<file path="config.mk">
export PLATFORM = sky130hd
export DESIGN_NAME = multicycle_control
export DESIGN_NICKNAME = d
export VERILOG_FILES = /design/src/rtl/multicycle_control_pkg.sv /design/src/rtl/multicycle_control_decode.sv /design/src/rtl/multicycle_control.sv
export SDC_FILE = /design/constraint.sdc
export NUM_CORES = 1
export LEC_CHECK = 0
export ABC_AREA = 1
export CORE_MARGIN = 5
export CORE_UTILIZATION = 41
export DETAILED_ROUTE_END_ITERATION = 10
export GPL_TIMING_DRIVEN = 0
export PLACE_DENSITY = 0.83
export REMOVE_ABC_BUFFERS = 1
export SYNTH_ARGS = -nofsm -noshare
export SYNTH_HDL_FRONTEND = slang
export SYNTH_SLANG_ARGS = --single-unit
export TNS_END_PERCENT = 1
</file>
<file path="constraint.sdc">
create_clock -name CLK -period 2.1 [get_ports CLK]
set_clock_uncertainty 0.15 [all_clocks]
set_input_delay 0.42 -clock CLK [delete_from_list [all_inputs] [get_ports CLK]]
set_output_delay 0.42 -clock CLK [all_outputs]
set_load 0.1 [all_outputs]
</file>
<file path="src/rtl/multicycle_control_pkg.sv">
// Shared types and constants for the multicycle processor controller.
//   ctrl_state_t : controller FSM states
//   pc_ms        : next-PC mux select
//   alu_b_ms     : ALU port B select
//   rf_wdat_ms   : register file write-data select
//   dec_t        : opcode/funct classification produced by control_decode
// Optional feature macro used by the top: CTRL_PERF_EN (performance counters).
package multicycle_control_pkg;

  typedef enum logic [2:0] {FETCH, DECODE, EXEC, MEM, WB, HALTED} ctrl_state_t;

  typedef enum logic [1:0] {PC_NPC, PC_JUMP, PC_JRA, PC_BRANCH} pc_ms;
  typedef enum logic [1:0] {AB_RF, AB_SHAMT, AB_EXT32} alu_b_ms;
  typedef enum logic [1:0] {RFW_ALUO, RFW_RAMDATA, RFW_IMM16, RFW_NPC} rf_wdat_ms;

  localparam logic [5:0] OP_RTYPE = 6'h00;
  localparam logic [5:0] OP_J     = 6'h02;
  localparam logic [5:0] OP_JAL   = 6'h03;
  localparam logic [5:0] OP_BEQ   = 6'h04;
  localparam logic [5:0] OP_BNE   = 6'h05;
  localparam logic [5:0] OP_ADDI  = 6'h08;  // first of the I-type ALU group
  localparam logic [5:0] OP_LUI   = 6'h0F;  // last of the I-type ALU group
  localparam logic [5:0] OP_LW    = 6'h23;
  localparam logic [5:0] OP_SW    = 6'h2B;
  localparam logic [5:0] OP_HALT  = 6'h3F;

  localparam logic [5:0] FN_SLL   = 6'h00;
  localparam logic [5:0] FN_SRL   = 6'h02;
  localparam logic [5:0] FN_JR    = 6'h08;

  typedef struct packed {
    logic      halt;
    logic      ld;
    logic      st;
    logic      j;
    logic      jr;
    logic      jal;
    logic      beq;
    logic      bne;
    logic      rf_write;  // instruction writes the register file in WB
    alu_b_ms   alub;      // ALU B select used in EXEC
    rf_wdat_ms rfw;       // write-data select used in WB
  } dec_t;

endpackage

</file>
<file path="src/rtl/multicycle_control_decode.sv">
// control_decode: combinational opcode/funct classification.
//   opcode, funct : instruction-register fields
//   dec           : instruction class flags and datapath selects
// Opcodes outside the known set decode with every flag clear, so they flow
// through EXEC into WB without a register write (no-op).
module control_decode
  import multicycle_control_pkg::*;
(
  input  logic [5:0] opcode,
  input  logic [5:0] funct,
  output dec_t       dec
);

  logic rtype;

  always_comb begin
    rtype        = (opcode == OP_RTYPE);
    dec          = '0;
    dec.halt     = (opcode == OP_HALT);
    dec.ld       = (opcode == OP_LW);
    dec.st       = (opcode == OP_SW);
    dec.j        = (opcode == OP_J);
    dec.jal      = (opcode == OP_JAL);
    dec.beq      = (opcode == OP_BEQ);
    dec.bne      = (opcode == OP_BNE);
    dec.jr       = rtype && (funct == FN_JR);
    dec.rf_write = (rtype && !dec.jr) || (opcode inside {[OP_ADDI:OP_LUI]}) ||
                   dec.ld || dec.jal;

    if (rtype && (funct == FN_SLL || funct == FN_SRL)) dec.alub = AB_SHAMT;
    else if (rtype || dec.beq || dec.bne)               dec.alub = AB_RF;
    else                                                dec.alub = AB_EXT32;

    if (dec.ld)                  dec.rfw = RFW_RAMDATA;
    else if (opcode == OP_LUI)   dec.rfw = RFW_IMM16;
    else if (dec.jal)            dec.rfw = RFW_NPC;
    else                         dec.rfw = RFW_ALUO;
  end

endmodule

</file>
<file path="src/rtl/multicycle_control.sv">
// multicycle_control: FSM sequencing a multicycle processor datapath.
//   CLK, nRST            : clock, asynchronous active-low reset
//   opcode, funct        : instruction-register fields (stable after FETCH)
//   zero                 : ALU zero flag for branch resolution in EXEC
//   imem_ready/dmem_ready: memory access completes this cycle
//   pc_sel/alub_sel/rfw_sel : datapath mux selects
//   pc_en, ir_en, rf_wen : register load strobes
//   imem_ren, dmem_ren, dmem_wen : memory requests
//   halt                 : sticky halted indication
// Optional: CTRL_PERF_EN adds instr_cnt (pc_en pulses) and stall_cnt
// (cycles with a memory request waiting on its ready).
module multicycle_control
  import multicycle_control_pkg::*;
(
  input  logic       CLK,
  input  logic       nRST,
  input  logic [5:0] opcode,
  input  logic [5:0] funct,
  input  logic       zero,
  input  logic       imem_ready,
  input  logic       dmem_ready,
  output pc_ms       pc_sel,
  output alu_b_ms    alub_sel,
  output rf_wdat_ms  rfw_sel,
  output logic       pc_en,
  output logic       ir_en,
  output logic       imem_ren,
  output logic       dmem_ren,
  output logic       dmem_wen,
  output logic       rf_wen,
  output logic       halt
`ifdef CTRL_PERF_EN
  ,
  output logic [31:0] instr_cnt,
  output logic [31:0] stall_cnt
`endif
);

  ctrl_state_t state, state_nxt;
  dec_t        dec;

  control_decode u_dec (
    .opcode (opcode),
    .funct  (funct),
    .dec    (dec)
  );

  always_ff @(posedge CLK or negedge nRST)
    if (!nRST) state <= FETCH;
    else       state <= state_nxt;

  always_comb begin
    state_nxt = state;
    case (state)
      FETCH:   state_nxt = imem_ready ? DECODE : FETCH;
      DECODE:  state_nxt = dec.halt ? HALTED : EXEC;
      EXEC:
        if (dec.ld || dec.st)                         state_nxt = MEM;
        else if (dec.j || dec.jr || dec.beq || dec.bne) state_nxt = FETCH;
        else                                          state_nxt = WB;
      MEM:     if (dmem_ready) state_nxt = dec.ld ? WB : FETCH;
      WB:      state_nxt = FETCH;
      HALTED:  state_nxt = HALTED;
      default: state_nxt = FETCH;
    endcase
  end

  // Strobes are qualified with nRST so that asserting reset silences them
  // in the same instant, even though state itself resets to FETCH.
  always_comb begin
    pc_sel   = PC_NPC;
    alub_sel = AB_RF;
    rfw_sel  = RFW_ALUO;
    pc_en    = 1'b0;
    ir_en    = 1'b0;
    imem_ren = 1'b0;
    dmem_ren = 1'b0;
    dmem_wen = 1'b0;
    rf_wen   = 1'b0;
    halt     = 1'b0;
    if (nRST) begin
      case (state)
        FETCH: begin
          imem_ren = 1'b1;
          ir_en    = imem_ready;
        end
        EXEC: begin
          alub_sel = dec.alub;
          if (dec.j) begin
            pc_sel = PC_JUMP;
            pc_en  = 1'b1;
          end else if (dec.jr) begin
            pc_sel = PC_JRA;
            pc_en  = 1'b1;
          end else if (dec.beq || dec.bne) begin
            pc_sel = ((dec.beq && zero) || (dec.bne && !zero)) ? PC_BRANCH : PC_NPC;
            pc_en  = 1'b1;
          end
        end
        MEM: begin
          dmem_ren = dec.ld;
          dmem_wen = dec.st;
          pc_en    = dec.st && dmem_ready;
        end
        WB: begin
          rfw_sel = dec.rfw;
          rf_wen  = dec.rf_write;
          pc_en   = 1'b1;
          pc_sel  = dec.jal ? PC_JUMP : PC_NPC;
        end
        HALTED:  halt = 1'b1;
        default: ;
      endcase
    end
  end

`ifdef CTRL_PERF_EN
  always_ff @(posedge CLK or negedge nRST)
    if (!nRST) begin
      instr_cnt <= '0;
      stall_cnt <= '0;
    end else begin
      if (pc_en) instr_cnt <= instr_cnt + 32'd1;
      if ((imem_ren && !imem_ready) || ((dmem_ren || dmem_wen) && !dmem_ready))
        stall_cnt <= stall_cnt + 32'd1;
    end
`endif

endmodule

</file>
; Word-level counts from Yosys, hierarchy flattened
; Index checks and enable logic that the tools add are counted.
; Widths: inputs -> output; s select.
[word_totals]
reg_bits = 3
in_bits = 17
output_inout_bits = 13
[op_classes]
n_lt_le_gt_ge = 2
n_eq_ne = 16
n_mux = 40
n_reduce_logical = 24
[ops]
columns = operator, count
row1 = $mux 2, 14
row2 = $eq 6x2->1 const B, 3
row3 = $eq 6x6->1 const B, 3
row4 = $mux 1, 18
row5 = $mux 3, 5
row6 = $pmux 3 s5, 1
row7 = $eq 6x3->1 const B, 2
row8 = $eq 6x4->1 const B, 2
row9 = $logic_not 6->1, 2
row10 = $logic_or 1x1->1, 12
row11 = $logic_and 1x1->1, 7
row12 = $eq 3x2->1 const B, 2
row13 = $eq 3x3->1 const B, 2
row14 = $ge 6x4->1 const B, 1
row15 = $le 6x4->1 const B, 1
row16 = $pmux 2 s2, 1
row17 = $eq 3x1->1 const B, 1
row18 = $logic_not 3->1, 1
row19 = $pmux 1 s3, 1
row20 = $logic_not 1->1, 2
row21 = $ne 2x2->1 const B, 1

; Depth between registers and ports, before layout
[logic_depth]
depth_word = 9
depth_mapped = 7
ltp_nobuf = 7

; Hierarchy
; Synthesis repeated with hierarchy kept, for this count alone.
[hier_totals]
cells_unflattened = 113
area_unflattened_um2 = 574.3
[modules_own_cells]
columns = mod, instances, cells_each, area_each_um2, seq_area_each_um2
row1 = multicycle_control, 1, 66, 357.8, 75.1
row2 = control_decode, 1, 47, 216.5, 0.0

; Worst setup path after synthesis
; OpenSTA, ideal clock, no wires.
[synth_path]
kind = flip-flop to output port
from = register state[1]
to = output port dmem_wen
t_arrival_ps = 3486
slack_ps = -1956
stages_incl_launch_ff = 5
n_path_buf = 0
path_cell_list = dfrtp_1 -> nand2_1 -> nor2_1 -> inv_1 -> nor4_1
[synth_via]
elab_chain_cells = 3
[synth_rtl]
columns = element, line
row1 = start: declaration, multicycle_control.sv:39  ; ctrl_state_t state, state_nxt;
row2 = start signal: assignment, multicycle_control.sv:50  ; else state <= state_nxt;
row3 = $eq 3x2->1, multicycle_control.sv:82  ; case (state)
row4 = $mux 1, multicycle_control.sv:82
row5 = $mux 1, multicycle_control.sv:81  ; if (nRST) begin
row6 = end: declaration, multicycle_control.sv:29  ; output logic dmem_wen,
; Every way passes these cells.

; Worst setup path in the final report
[layout_path]
from = input port funct[3]
to = output port pc_sel[1]
[layout_via]
elab_chain_cells = 6
[layout_rtl]
columns = element, line
row1 = start: declaration, multicycle_control.sv:18  ; input logic [5:0] funct,
row2 = $eq 6x4->1, multicycle_control_decode.sv:26  ; dec.jr = rtype && (funct == FN_JR);
row3 = $logic_and 1x1->1, multicycle_control_decode.sv:26
row4 = $mux 2, multicycle_control.sv:92  ; end else if (dec.jr) begin
row5 = $mux 2, multicycle_control.sv:89  ; if (dec.j) begin
row6 = $pmux 2 s2, multicycle_control.sv:82
row7 = $mux 2, multicycle_control.sv:81
row8 = end: declaration, multicycle_control.sv:22  ; output pc_ms pc_sel,
; Every way passes these cells.

==> results.cfg <==
[sta]
fin_crit_ps = 2140
setup_ws_ps = -42.4
fmax_mhz = 467
hold_viol = 0
finalSetupViolCount = 4
slew_headroom_pct = 67.7
rsz0062_at_grt = yes
fin_crit_sh_pct = 102
worst_pin_slew_ps = 488
final_max_slew_viol_count = 0

[floorplan]
dieArea_um2 = 2210
start_util_pct = 43.3
dieWidth_um = 47.1
core_um2 = 1300
die_h_um = 47.1
io_pins = 30
rows = 13

[synthesis]
syn_inst = 104
yosys_warnings = 0
avgSynthCellArea_um2 = 5.41
ys_ff_latch = 3
synthDistinctLibCells = 22
synthesis.area_um2 = 563
synth_seq_area_share_pct = 13.3

[grt]
grt_pass1_wl_um = 3310
track_usage_pct = 21.1
antenna_found_initial = 0
grt_pass1_vias = 823
grt-ovfl-total = 0
grt_start_max_net_pins = 8

[worst_setup_path]
regToRegEndpoint = state[0]$_DFFE_PN0P_
crit_buf_inv = 3
critPathKind = in2out
worstPathRequired_ps = 1530
path_delay_family = simple AND/OR/NAND/NOR gates
crit_arrival_ps = 1570
max_stage_delay_ps = 190
cp_max_fo = 3
path_cells = dlygate4sd2_1, inv_1, nor2_1, nand2_2, nor2_4, nand2_2, a21oi_4, buf_12
end_kind = output pin
crit_top_cell = nand2_2
reg2reg_from = state[2]$_DFFE_PN0P_
crit_slowest_cell = dlygate4sd2_1
crit_path_start_kind = input port
r2r_cells = 7
r2r_slack_ps = 670

[drt]
drt_drc_violations_left = 0
drtPass1Iterations = 4
post_drt_wl_per_cell_um = 17.8
via_per_inst = 6.06
drt_iter0_drc = 62
via_count = 976
drtAntennaViolNets = 0
drt-total-wl_um = 2870

[pwr]
total_power_uw = 814
ir_drop_mv = 0.577
power_density_nw_per_um2 = 697
p_leak_uw = 0.000527

[placed_design]
postPlaceCellArea_um2 = 872
dp_hpwl_um = 1380
gp_congestion = 0.873
dp_slack_ps = -1300
port_buffers = 29
post-place-cells = 148

[run]
maxCapViolations = 0

[final_layout]
largest-register = state
nFillCells = 57
layout-drive-gt1-share_pct = 56.8
final_common_cell = nand2_1
largest_reg_flops = 3
nets = 164
final_cells = 161
stdcell_area_um2 = 1170
final_cell_mix = nand2_1, nor2_1, inv_1, buf_4, nor2_4
area_growth_pct = 108
reg_top3 = state (3)
n_antenna_cell = 0

[hold_path]
hold_depth = 3
worstHoldStart = dmem_ready
worst_hold_path.endpoint = state[2]$_DFFE_PN0P_
hold_path_class = in2reg

[cts]
cts_root_buf = clkbuf_4
cts_tree = done
path_clk_slew_ps = 40
cts_buffer_depth = 2
clkSinkCount = 3
cts_buffers = 3
clock_latency_ps = 250
htreeDepth = 1

[outcome]
status = finished with violations
violations = setup timing
synthesized netlist by cell type, drive strengths merged:
cell	number	area share (%)
nor2	28	25
nand2	26	18
inv	20	13
nand3	9	8.9
a21oi	5	5.1
dfrtp	3	13
nor4	3	4.4
o21ai	3	2.7
nand4	2	2.2
nor3	2	2.7
a31oi	1	1.1
or2	1	1.1
xor2	1	1.6
worst reg2reg max path, cell delays in order (launching register included):
cell	delay [ps]
dfrtp_2	440
inv_2	70
buf_4	140
buf_4	130
nand2_1	90
nor2_2	50
nor2_1	140
nand4_1	90
cell families (layout without fill, tap and decap cells):
group,Yosys count,in the layout,share of synthesized area (%)
xor gates and xnor gates,1,1,1.56
buffers and inverters,20,62,13.3
DFF,3,3,13.3
and+or+nand+nor,71,71,62.9
AOI/OAI and AO/OA,9,9,8.89
report_power, final:
part	leakage [µW]	switching, µW	internal, µW
Clock	0.0000150	43.1	72.1
Combinational	0.000477	387	174
Sequential	0.0000350	50.2	88.0
Total	0.000527	480	334
worst max path at each step:
| stage | from | to | slack [ps] | cells past startpoint |
|---|---|---|---|---|
| after floorplan | state[1]$_DFFE_PN0P_ | dmem_wen | -1960 | 4 |
| after global placement | nRST | alub_sel[0] | -1310 | 6 |
| final | funct[3] | pc_sel[1] | -40 | 8 |
| after detailed placement | nRST | alub_sel[0] | -1300 | 6 |
| after CTS | opcode[5] | rf_wen | -60 | 9 |
| after global routing | state[1]$_DFFE_PN0P_ | rfw_sel[0] | -80 | 6 |
stage by stage:
stage / hold WS [ps] / utilization, % / setup TNS, ps
3_3_place_gp: 492 / 67.0 / -14500
5_1_grt: 424 / 89.8 / -300
2_1_floorplan: -25.6 / - / -10890
4_1_cts: 506 / 78.1 / -163
3_5_place_dp: 494 / 67.0 / -14650
6_report: 408 / 89.8 / -116
area by class of cell:
cell class,instances,area [µm²],share of cell area [%]
multi-input combinational,81,582,49.8
timing repair buffer,38,385,33.0
sequential,3,78.8,6.75
inverter,20,77.6,6.64
clock buffer,4,26.3,2.25
tap,15,18.8,1.61
per-layer routing:
| metal | GRT usage (%) | part of all wire [%] | vias to the layer above |
|---|---|---|---|
| met5 | 0 | 0 | - |
| met3 | 3.45 | 12 | 23 |
| met4 | 12.2 | 5.3 | 0 |
| met2 | 37.7 | 50 | 88 |
| met1 | 23.3 | 33 | 447 |
| li1 | - | - | 418 |
repair_timing:
action | 4_1_cts | 5_1_grt
pin swaps | 14 | 18
resized for setup | 138 | 56
hold buffers | 1 | 0
setup endpoints to repair | 13 | 12
hold endpoints to repair | 3 | 0
buffers inserted | 4 | 4
Power figures use the tool's default switching activity.
